--- src/rtl/serial_word_packer_if.sv ---
// Byte-stream input and AHB-Lite write-master signals of the serial word packer.
// master: the packer side; slave: the stream source plus the Switch/memory side.
interface serial_word_packer_if;
  logic [7:0]  i_byte;
  logic        i_byte_valid;
  logic        HREADY;
  logic [1:0]  o_HTRANS;
  logic [31:0] mem_WR_addr;
  logic        mem_write_flag;
  logic [31:0] HWDATA_toMem;

  modport master (
    input  i_byte, i_byte_valid, HREADY,
    output o_HTRANS, mem_WR_addr, mem_write_flag, HWDATA_toMem
  );

  modport slave (
    output i_byte, i_byte_valid, HREADY,
    input  o_HTRANS, mem_WR_addr, mem_write_flag, HWDATA_toMem
  );
endinterface

--- src/rtl/serial_word_packer.sv ---
// Packs a serialized byte stream into 32-bit little-endian words and writes them out as an
// AHB-Lite master through a small word FIFO. Define PACKER_BURST_EN for overlapped SEQ beats.
module serial_word_packer #(
  parameter int FIFO_DEPTH = 4,
  parameter int LEN_W      = 16
) (
  input  logic                 HCLK,
  input  logic                 HRESET,
  input  logic                 i_start,
  input  logic [31:0]          i_dest_addr,
  input  logic [LEN_W-1:0]     i_byte_len,
  serial_word_packer_if.master bus,
  output logic                 o_busy,
  output logic                 o_done,
  output logic                 o_overflow,
  output logic [LEN_W-1:0]     o_word_cnt
);

  localparam int PTR_W = (FIFO_DEPTH > 1) ? $clog2(FIFO_DEPTH) : 1;
  localparam int CNT_W = PTR_W + 1;

  localparam logic [1:0] HTRANS_IDLE   = 2'b00;
  localparam logic [1:0] HTRANS_NONSEQ = 2'b10;
`ifdef PACKER_BURST_EN
  localparam logic [1:0] HTRANS_SEQ    = 2'b11;
`endif

  typedef enum logic [1:0] {S_IDLE, S_ADDR, S_DATA, S_GAP} state_t;

  state_t           state_q, state_d;
  logic [31:0]      addr_q, addr_d;
  logic [LEN_W-1:0] len_q, len_d;
  logic [LEN_W-1:0] total_q, total_d;
  logic [LEN_W-1:0] taken_q, taken_d;
  logic [1:0]       lane_q, lane_d;
  logic [31:0]      pack_q, pack_d;
  logic [31:0]      fifo_q [FIFO_DEPTH];
  logic [31:0]      fifo_d [FIFO_DEPTH];
  logic [PTR_W-1:0] wr_ptr_q, wr_ptr_d;
  logic [PTR_W-1:0] rd_ptr_q, rd_ptr_d;
  logic [CNT_W-1:0] count_q, count_d;
  logic             busy_q, busy_d;
  logic             done_q, done_d;
  logic             ovf_q, ovf_d;
  logic [LEN_W-1:0] word_cnt_q, word_cnt_d;
  logic [1:0]       htrans_q, htrans_d;
  logic [31:0]      haddr_q, haddr_d;
  logic             hwrite_q, hwrite_d;
  logic [31:0]      hwdata_q, hwdata_d;

  logic        push, pop, drop, last_word;
  logic [31:0] word_w;

  always_comb begin
    state_d    = state_q;
    addr_d     = addr_q;
    len_d      = len_q;
    total_d    = total_q;
    taken_d    = taken_q;
    lane_d     = lane_q;
    pack_d     = pack_q;
    fifo_d     = fifo_q;
    wr_ptr_d   = wr_ptr_q;
    rd_ptr_d   = rd_ptr_q;
    count_d    = count_q;
    busy_d     = busy_q;
    done_d     = 1'b0;
    ovf_d      = ovf_q;
    word_cnt_d = word_cnt_q;
    htrans_d   = htrans_q;
    haddr_d    = haddr_q;
    hwrite_d   = hwrite_q;
    hwdata_d   = hwdata_q;
    push       = 1'b0;
    pop        = 1'b0;
    drop       = 1'b0;
    last_word  = (word_cnt_q + LEN_W'(1)) == total_q;
    word_w     = pack_q | (32'(bus.i_byte) << {lane_q, 3'b000});

    if (i_start && !busy_q && state_q == S_IDLE) begin
      addr_d     = i_dest_addr & 32'hFFFF_FFFC;
      len_d      = i_byte_len;
      total_d    = LEN_W'(i_byte_len >> 2) + LEN_W'(|i_byte_len[1:0]);
      taken_d    = '0;
      lane_d     = 2'd0;
      pack_d     = '0;
      word_cnt_d = '0;
      ovf_d      = 1'b0;
      if (i_byte_len == '0) done_d = 1'b1;
      else                  busy_d = 1'b1;
    end

    if (busy_q && bus.i_byte_valid && taken_q < len_q) begin
      taken_d = taken_q + LEN_W'(1);
      if (lane_q == 2'd3 || taken_q == len_q - LEN_W'(1)) begin
        push   = 1'b1;
        lane_d = 2'd0;
        pack_d = '0;
      end else begin
        lane_d = lane_q + 2'd1;
        pack_d = word_w;
      end
    end

    case (state_q)
      S_IDLE: begin
        if (count_q != '0) begin
          state_d  = S_ADDR;
          htrans_d = HTRANS_NONSEQ;
          haddr_d  = addr_q;
        end
      end
      S_ADDR: begin
        if (bus.HREADY) begin
          state_d  = S_DATA;
          hwrite_d = 1'b1;
          hwdata_d = fifo_q[rd_ptr_q];
          htrans_d = HTRANS_IDLE;
`ifdef PACKER_BURST_EN
          if (count_q >= CNT_W'(2)) begin
            htrans_d = HTRANS_SEQ;
            haddr_d  = addr_q + 32'd4;
          end
`endif
        end
      end
      S_DATA: begin
        if (bus.HREADY) begin
          pop      = 1'b1;
          addr_d   = addr_q + 32'd4;
          hwrite_d = 1'b0;
          htrans_d = HTRANS_IDLE;
          if (last_word) begin
            state_d = S_IDLE;
            busy_d  = 1'b0;
            done_d  = 1'b1;
          end else begin
`ifdef PACKER_BURST_EN
            // A SEQ address phase completed alongside this data phase: its data follows now.
            if (htrans_q == HTRANS_SEQ) begin
              hwrite_d = 1'b1;
              hwdata_d = fifo_q[PTR_W'(rd_ptr_q + PTR_W'(1))];
              if (count_q >= CNT_W'(3)) begin
                htrans_d = HTRANS_SEQ;
                haddr_d  = addr_q + 32'd8;
              end
            end else if (count_q >= CNT_W'(2)) begin
              state_d  = S_ADDR;
              htrans_d = HTRANS_NONSEQ;
              haddr_d  = addr_q + 32'd4;
            end else begin
              state_d = S_IDLE;
            end
`else
            state_d = S_GAP;
`endif
          end
        end
      end
      S_GAP: begin
        if (count_q != '0) begin
          state_d  = S_ADDR;
          htrans_d = HTRANS_NONSEQ;
          haddr_d  = addr_q;
        end else begin
          state_d = S_IDLE;
        end
      end
      default: state_d = S_IDLE;
    endcase

    // A full FIFO loses the new word unless the head leaves on the same edge.
    drop = push && (count_q == CNT_W'(FIFO_DEPTH)) && !pop;
    if (push && !drop) begin
      fifo_d[wr_ptr_q] = word_w;
      wr_ptr_d         = wr_ptr_q + PTR_W'(1);
    end
    if (pop) rd_ptr_d = rd_ptr_q + PTR_W'(1);
    if (drop) ovf_d = 1'b1;
    count_d    = count_q + CNT_W'(push && !drop) - CNT_W'(pop);
    word_cnt_d = word_cnt_d + LEN_W'(pop) + LEN_W'(drop);
  end

  always_ff @(posedge HCLK or posedge HRESET) begin
    if (HRESET) begin
      state_q    <= S_IDLE;
      addr_q     <= '0;
      len_q      <= '0;
      total_q    <= '0;
      taken_q    <= '0;
      lane_q     <= '0;
      pack_q     <= '0;
      for (int i = 0; i < FIFO_DEPTH; i++) fifo_q[i] <= '0;
      wr_ptr_q   <= '0;
      rd_ptr_q   <= '0;
      count_q    <= '0;
      busy_q     <= 1'b0;
      done_q     <= 1'b0;
      ovf_q      <= 1'b0;
      word_cnt_q <= '0;
      htrans_q   <= HTRANS_IDLE;
      haddr_q    <= '0;
      hwrite_q   <= 1'b0;
      hwdata_q   <= '0;
    end else begin
      state_q    <= state_d;
      addr_q     <= addr_d;
      len_q      <= len_d;
      total_q    <= total_d;
      taken_q    <= taken_d;
      lane_q     <= lane_d;
      pack_q     <= pack_d;
      fifo_q     <= fifo_d;
      wr_ptr_q   <= wr_ptr_d;
      rd_ptr_q   <= rd_ptr_d;
      count_q    <= count_d;
      busy_q     <= busy_d;
      done_q     <= done_d;
      ovf_q      <= ovf_d;
      word_cnt_q <= word_cnt_d;
      htrans_q   <= htrans_d;
      haddr_q    <= haddr_d;
      hwrite_q   <= hwrite_d;
      hwdata_q   <= hwdata_d;
    end
  end

  assign bus.o_HTRANS       = htrans_q;
  assign bus.mem_WR_addr    = haddr_q;
  assign bus.mem_write_flag = hwrite_q;
  assign bus.HWDATA_toMem   = hwdata_q;
  assign o_busy             = busy_q;
  assign o_done             = done_q;
  assign o_overflow         = ovf_q;
  assign o_word_cnt         = word_cnt_q;

endmodule

--- src/flat_wrapper.sv ---
// flat-port wrapper written by rule: the top's interface ports become plain ports
module serial_word_packer_flat 
#(
  parameter int FIFO_DEPTH = 4,
  parameter int LEN_W      = 16
)
  (HCLK, HRESET, i_start, i_dest_addr, i_byte_len, o_busy, o_done, o_overflow, o_word_cnt, bus_i_byte, bus_i_byte_valid, bus_HREADY, bus_o_HTRANS, bus_mem_WR_addr, bus_mem_write_flag, bus_HWDATA_toMem);
  serial_word_packer_if bus_i ();
  input  logic HCLK;
  input  logic HRESET;
  input  logic i_start;
  input  logic [31:0] i_dest_addr;
  input  logic [LEN_W-1:0] i_byte_len;
  output logic o_busy;
  output logic o_done;
  output logic o_overflow;
  output logic [LEN_W-1:0] o_word_cnt;
  input wire logic [$bits(bus_i.i_byte)-1:0] bus_i_byte;
  input wire logic [$bits(bus_i.i_byte_valid)-1:0] bus_i_byte_valid;
  input wire logic [$bits(bus_i.HREADY)-1:0] bus_HREADY;
  output wire logic [$bits(bus_i.o_HTRANS)-1:0] bus_o_HTRANS;
  output wire logic [$bits(bus_i.mem_WR_addr)-1:0] bus_mem_WR_addr;
  output wire logic [$bits(bus_i.mem_write_flag)-1:0] bus_mem_write_flag;
  output wire logic [$bits(bus_i.HWDATA_toMem)-1:0] bus_HWDATA_toMem;
  assign bus_i.i_byte = bus_i_byte;
  assign bus_i.i_byte_valid = bus_i_byte_valid;
  assign bus_i.HREADY = bus_HREADY;
  assign bus_o_HTRANS = bus_i.o_HTRANS;
  assign bus_mem_WR_addr = bus_i.mem_WR_addr;
  assign bus_mem_write_flag = bus_i.mem_write_flag;
  assign bus_HWDATA_toMem = bus_i.HWDATA_toMem;
  serial_word_packer #(.FIFO_DEPTH(FIFO_DEPTH), .LEN_W(LEN_W)) u_core (.HCLK(HCLK), .HRESET(HRESET), .i_start(i_start), .i_dest_addr(i_dest_addr), .i_byte_len(i_byte_len), .bus(bus_i), .o_busy(o_busy), .o_done(o_done), .o_overflow(o_overflow), .o_word_cnt(o_word_cnt));
endmodule
--- config.mk ---
export PLATFORM = sky130hd
export DESIGN_NAME = serial_word_packer_flat
export DESIGN_NICKNAME = d
export VERILOG_FILES = /design/src/rtl/serial_word_packer_if.sv /design/src/rtl/serial_word_packer.sv /design/src/flat_wrapper.sv
export SDC_FILE = /design/constraint.sdc
export NUM_CORES = 1
export LEC_CHECK = 0
export BUFFER_PORTS_ARGS = -buffer_cell sky130_fd_sc_hd__buf_2
export CAP_MARGIN = 20
export CORE_MARGIN = 4
export CORE_UTILIZATION = 55
export DETAILED_ROUTE_END_ITERATION = 10
export PLACE_DENSITY_LB_ADDON = 0.05
export SYNTH_ARGS = -nofsm -noshare
export SYNTH_HDL_FRONTEND = slang
export SYNTH_SLANG_ARGS = --single-unit
--- constraint.sdc ---
create_clock -name HCLK -period 25.1 [get_ports HCLK]
set_input_delay 7.53 -clock HCLK [delete_from_list [all_inputs] [get_ports HCLK]]
set_output_delay 7.53 -clock HCLK [all_outputs]
set_load 0.02 [all_outputs]
Word level (Yosys, flattened, before mapping) --
Cells that the tools add are included.
Storage, ports and cells: register bits after elaboration 337, input bits 61, output and inout bits 86, word-level logic and storage cells 126
Operators by class: add/subtract/negate cells 12, $lt $le $gt $ge 4, equal/unequal tests 12, shifts and indexed selects 1, mux-type cells 46, bitwise operators 3, reduce and logical (&&, ||, !) cells 26
Operators with widths (count):
- 2-to-1 mux 32 bit | 9
- bitwise mux 128 bit | 1
- binary-select mux 32 bit (select 2 bit) | 1
- demux 32 bit (select 2 bit) | 1
- 2-to-1 mux 16 bit | 3
- adder 16 x 1 -> 16 bit | 2
- adder 16 x 1 -> 16 bit, second input constant | 2
- adder 32 x 3 -> 32 bit, second input constant | 1
- equality test 16 bit | 2
- bitwise OR 32 bit | 1
- left shift 8 x 5 -> 32 bit | 1
- 2-to-1 mux 1 bit | 19
- 2-to-1 mux 2 bit | 9
- logical NOT 16 bit | 1
- < comparator 16 bit | 1
- subtractor 16 x 1 -> 16 bit, second input constant | 1
- adder 14 x 1 -> 15 bit | 1
- logical AND 1 bit | 8
- one-hot mux 2 bit (4 select lines) | 1
- adder 2 x 1 -> 2 bit, second input constant | 3
- equality test 2 bit, second input constant | 3
- >= comparator 3 bit, second input constant | 2
- inequality test 2 bit, second input constant | 3
- NOT 2 -> 3 bit | 2
- 16 further kinds | 26

Depth between registers and ports, before layout --
depth after elaboration 11, depth in mapped cells 17, gate-level depth less buffers 15

Worst setup path after synthesis --
No wires, ideal clock.
kind in2reg, from input bus_HREADY, to register u_core.word_cnt_q[15], in the netlist u_core.o_word_cnt[15], library setup time 0.078 ns, arrival time 10.868 ns, required time 25.022 ns, slack 14.153 ns, cell stages on the path 11, buffers on the path 2, cells stage by stage nand2_1 > clkinv_1 > nor4b_1 > clkbuf_1 > clkbuf_1 > nand2_1 > fa_1 > nor2b_1 > nand4_1 > or3_1 > a21oi_1
Between the ends: word-level cells in the longest chain between the ends 5, elaborated cells on any way between the ends 6, classes of those cells add/sub (2); mux (2); reduce/logical (2)
RTL lines:
- start: declaration | RTL line flat_wrapper.sv:20 | input wire logic [$bits(bus_i.HREADY)-1:0] bus_HREADY;
- 2-to-1 mux 1 bit (*) | RTL line serial_word_packer.sv:128 | if (bus.HREADY) begin
- 2-to-1 mux 1 bit (*) | RTL line serial_word_packer.sv:105 | case (state_q)
- parallel branches: the longest is 2 deep, another holds adder 16 x 1 -> 16 bit
- adder 16 x 1 -> 16 bit (*) | RTL line serial_word_packer.sv:181 | word_cnt_d = word_cnt_d + LEN_W'(pop) + LEN_W'(drop);
- net u_core.word_cnt_d[15] | RTL line serial_word_packer.sv:45 | logic [LEN_W-1:0] word_cnt_q, word_cnt_d;
- end signal: assignment | RTL line serial_word_packer.sv:220 | word_cnt_q <= word_cnt_d;
- end: declaration | RTL line serial_word_packer.sv:45
Mark *: on every way through the listed nets, which the timed path passes. A chain may end at the register's enable or synchronous reset.

Worst setup path after layout --
Same ends and word-level chain as after synthesis.

==> run summary <==
The number of synthesis warnings is 0. Most used flip-flop cell after synthesis: sky130_fd_sc_hd__dfrtp_1. Summing all non-filler instances in the final layout gives an area of 18880 sq um. The initial antenna violation count was 1.

Among the stages of the critical path, the cell type that occurs most often is sky130_fd_sc_hd__nand2_1. Clock skew on the completed layout was measured at 23.77 ps. The floorplan step defined a die boundary enclosing 33130 sq um. Setup repair after global routing left no endpoint under its margin. The pin slew with the least headroom to its limit is 1175 ps. The share of flip-flops with an asynchronous set or reset after synthesis is 100.0%. In this run the remaining antenna-violating nets after routing total 0.

The number of hold violations in the final report was 0; the post-cts hold buffer count was 0. The number of setup buffers added after CTS is 0. Synthesis produced a netlist whose cell count is 1470. The analysis attributes to cell leakage a power of 8.239 nW. The share of post-route cells with drive strength above 1 is 23.43%. Entering global routing, the biggest net connects 122 pins. The internal power contribution came out at 1.519 mW. Layout overhead on the synthesized area: 13.35%. The library cell used most frequently in the layout, excluding fill and tap cells, is sky130_fd_sc_hd__dfrtp_1. The kind of capture point of the worst setup path is a register. The tools report the total of endpoints with negative setup slack in the final report as 0.

At the worst endpoint, the arrival time is 11250 ps. After floorplanning, the core was sized to cover 29720 sq um. Walking the worst path, the cells encountered are buf_2 > nand2_1 > clkinv_1 > nor4b_2 > buf_4 > nand2_1 > fa_1 > nor2b_1 > nand4_1 > or3_1 > a21oi_1. Routability-driven placement finished with a final weighted congestion of 0.8819. The startpoint of the most critical hold path was u_core.addr_q[1]. Dividing total power by cell area gives a power density of 127.8 nW/um^2. The share of the Yosys chip area taken by registers is 50.34%.

In the final timing run, aggregate negative setup slack is 0 ps. The synthesized design contains 0 enable-type register cells. Headroom to the max-slew limit came out at 21.64%. The number of rows created at floorplan was 63.

The shortest period the worst path allows is 10810 ps, and the area after detailed placement is 17630 sq um. The first TritonRoute pass finished after 6 iterations. The startpoint identified for the worst register-to-register timing path is u_core.len_q[0].

In the layout the commonest cells are 334 x sky130_fd_sc_hd__dfrtp_1, 143 x sky130_fd_sc_hd__buf_2, 103 x sky130_fd_sc_hd__a2bb2oi_1, 101 x sky130_fd_sc_hd__nand2_1, 98 x sky130_fd_sc_hd__nor2_1. The run finished with clean final reports. The clock transition at the register clock pins on the worst setup and hold paths after CTS was 60 ps. Global routing used 24.39% of the available tracks across all layers.

The share of total power in combinational logic is 38.8%. The worst setup path is of the input port to register kind. Across the run, the number of max-cap violations was 0.

The tools report the cell area after technology mapping as 16650 sq um. Timing would allow up to 92.50 MHz. The worst hold path belongs to the class register to register. The run gives 1569 as the total nets after synthesis.

The count of cell types in the netlist came out at 72. Gates resized during post-CTS repair numbered 0. The setup check on the worst reg-to-reg path leaves a slack of 20190 ps.

Global routing finished with a remaining overflow of 0. For this run, the number of standard cells in the final layout without fillers is 1999. Dividing the detail-routed wire length by the instance count gives 20.40 um. The number of cells traversed by the worst hold path was 1; the worst reg2reg path depth was 14. The final layout contains routed wiring with a total length of 40780 um.

Clock latency on the worst-skew pair, taken at its later pin, is 530 ps. For the clock buffer count from CTS, the log shows 37. CTS saw 335 sinks. The capture point of the worst reg-to-reg path was u_core.o_word_cnt[15].

IR analysis of the VDD net gives a maximum drop of 69.80 uV. For the number of global-route vias before repair, the log shows 12130. The share of total power dissipated in the clock network is 22.1%. The global-route wire length before repair is 66260 um. For this design the top-level I/O count stands at 147. The repair_antennas step left the layout with diodes totalling 0. At the end of the flow the core is filled with cells to 63.52%. The count of pins over their slew limit was 0.

After detailed routing, the number of remaining DRC violations is 0. The tools report the startpoint type of the worst setup path as an input port. The die height was 182.0 um; the switching power was 0.8931 mW. A synthesized cell averages 11.33 sq um. Dividing the final minimum period by the clock period gives 43.07%. The slowest cell on the critical path is sky130_fd_sc_hd__clkinv_1.

The share of total power dissipated in sequential elements is 39.0%. For this run, the slowest stage of the critical path takes 670 ps. The initial utilization of the core area, before any placement, comes to 56.04%. STA puts the critical path data required time at 25540 ps. No sink is reached through more buffers than the 3 on the longest clock path. The number of I/O port buffers is 143.

Net switching is 37.02% of the power. The clock root buffer master is sky130_fd_sc_hd__clkbuf_16. Number of nets in the layout: 1680. The width of the die works out to 182.0 um.

TritonCTS built the clock tree. Summing over every cut layer, the via total after detailed routing is 12270. In the routed layout, each cell is associated on average with a via count of 6.137. The number of synthesized register bits is 335, and the cell count after placement is 1929.

The number of H-tree branching levels is 2. The detailed router finished its first iteration with 1008 violations. After legalization and detailed placement, the total HPWL measured 26330 um.

Hold slack: 490.2 ps. The endpoint of the worst hold-timing path was u_core.addr_q[1]. The largest driver fanout on the critical path is 39.
==> worst max path at each step <==
stage / start / endpoint / slack (ps) / depth (start not counted)
floorplan: HRESET / u_core.addr_q[0] / 8290 / 1
global placement: bus_HREADY / u_core.o_word_cnt[15] / 13880 / 11
detailed placement: bus_HREADY / u_core.o_word_cnt[15] / 13830 / 11
CTS: bus_HREADY / u_core.o_word_cnt[15] / 14280 / 11
global route: bus_HREADY / u_core.o_word_cnt[15] / 14020 / 11
finish: bus_HREADY / u_core.o_word_cnt[15] / 14290 / 11
==> registers in the layout, summed over array words and instances (netlist names), 2 cells and up <==
signal and cells:
u_core.wr_ptr_q 2, u_core.fifo_q 128, u_core.rd_ptr_q 2, u_core.state_q 2, u_core.pack_q 32, u_core.lane_q 2, u_core.total_q 15, u_core.bus.HWDATA_toMem 32
u_core.count_q 3, u_core.addr_q 32, u_core.o_word_cnt 16, u_core.bus.mem_WR_addr 32, u_core.taken_q 16, u_core.len_q 16
==> per-stage QoR <==
step                      power (mW)  setup slack, ps
final                          2.412            14290
after detailed placement       1.882            13830
after global placement         1.850            13880
after floorplan                1.621             8288
after global routing           2.568            14020
after CTS                      2.425            14280
==> metal layers <==
metal  track usage (%)  wire length, um  vias to the layer above
met2             38.91            19150                      355
met1             35.81            18710                     6167
met3             3.405             2009                       66
met4             5.824              911                        2
met5                 0                7                        -
li1                  -                -                     5678
==> logic make-up (layout without fill, tap and decap cells) <==
kind of cell               count (synthesis)  count (layout)  synth area share, %
AOI/OAI and AO/OA                        407             407                19.67
xor gates and xnor gates                  60              60                3.155
adders and majority gates                 38              38                2.945
buffers and inverters                    156             295                4.230
DFF                                      335             335                50.34
muxes                                     98              98                8.783
other                                      1               1              0.02252
and+or+nand+nor                          375             375                10.86
==> cell usage after synthesis (all sizes together), types with 35 or more instances <==
cell type	number	area [sq um]
inv	56	210.2
a211oi	44	355.3
xnor2	38	332.8
buf	35	250.2
mux2	65	732.0
o21ai	78	390.4
clkbuf	64	240.2
a21oi	41	205.2
ha	36	450.4
a2bb2oi	129	1292
dfrtp	335	8383
nand3	39	195.2
nor2	101	379.1
nand2	101	379.1
==> power by group through the flow <==
| stage | logic (mW) | clock network [mW] | registers (mW) |
|---|---|---|---|
| 3_5_place_dp | 0.940 | 0 | 0.942 |
| 3_3_place_gp | 0.915 | 0 | 0.934 |
| 4_1_cts | 0.942 | 0.545 | 0.937 |
| 2_1_floorplan | 0.669 | 0 | 0.952 |
| 6_report | 0.937 | 0.534 | 0.941 |
| 5_1_grt | 1.03 | 0.569 | 0.971 |
==> area by class of cell <==
type,instances,area [sq um]
inverters,57,221.5
fillers,2389,10840
clock inverters,10,126.4
clock buffers,57,1071
repair buffers,171,958.4
flip-flops and latches,335,8384
multi-input cells,979,7627
well taps,390,488.0
==> worst max-delay path, delay by kind of cell <==
| family | cells | cell delay [ps] |
|---|---|---|
| adders and majority gates | 1 | 520 |
| AOI/OAI and AO/OA | 1 | 140 |
| buffers and inverters | 3 | 1300 |
| and+or+nand+nor | 6 | 1740 |
Power figures use the tool's default switching activity.
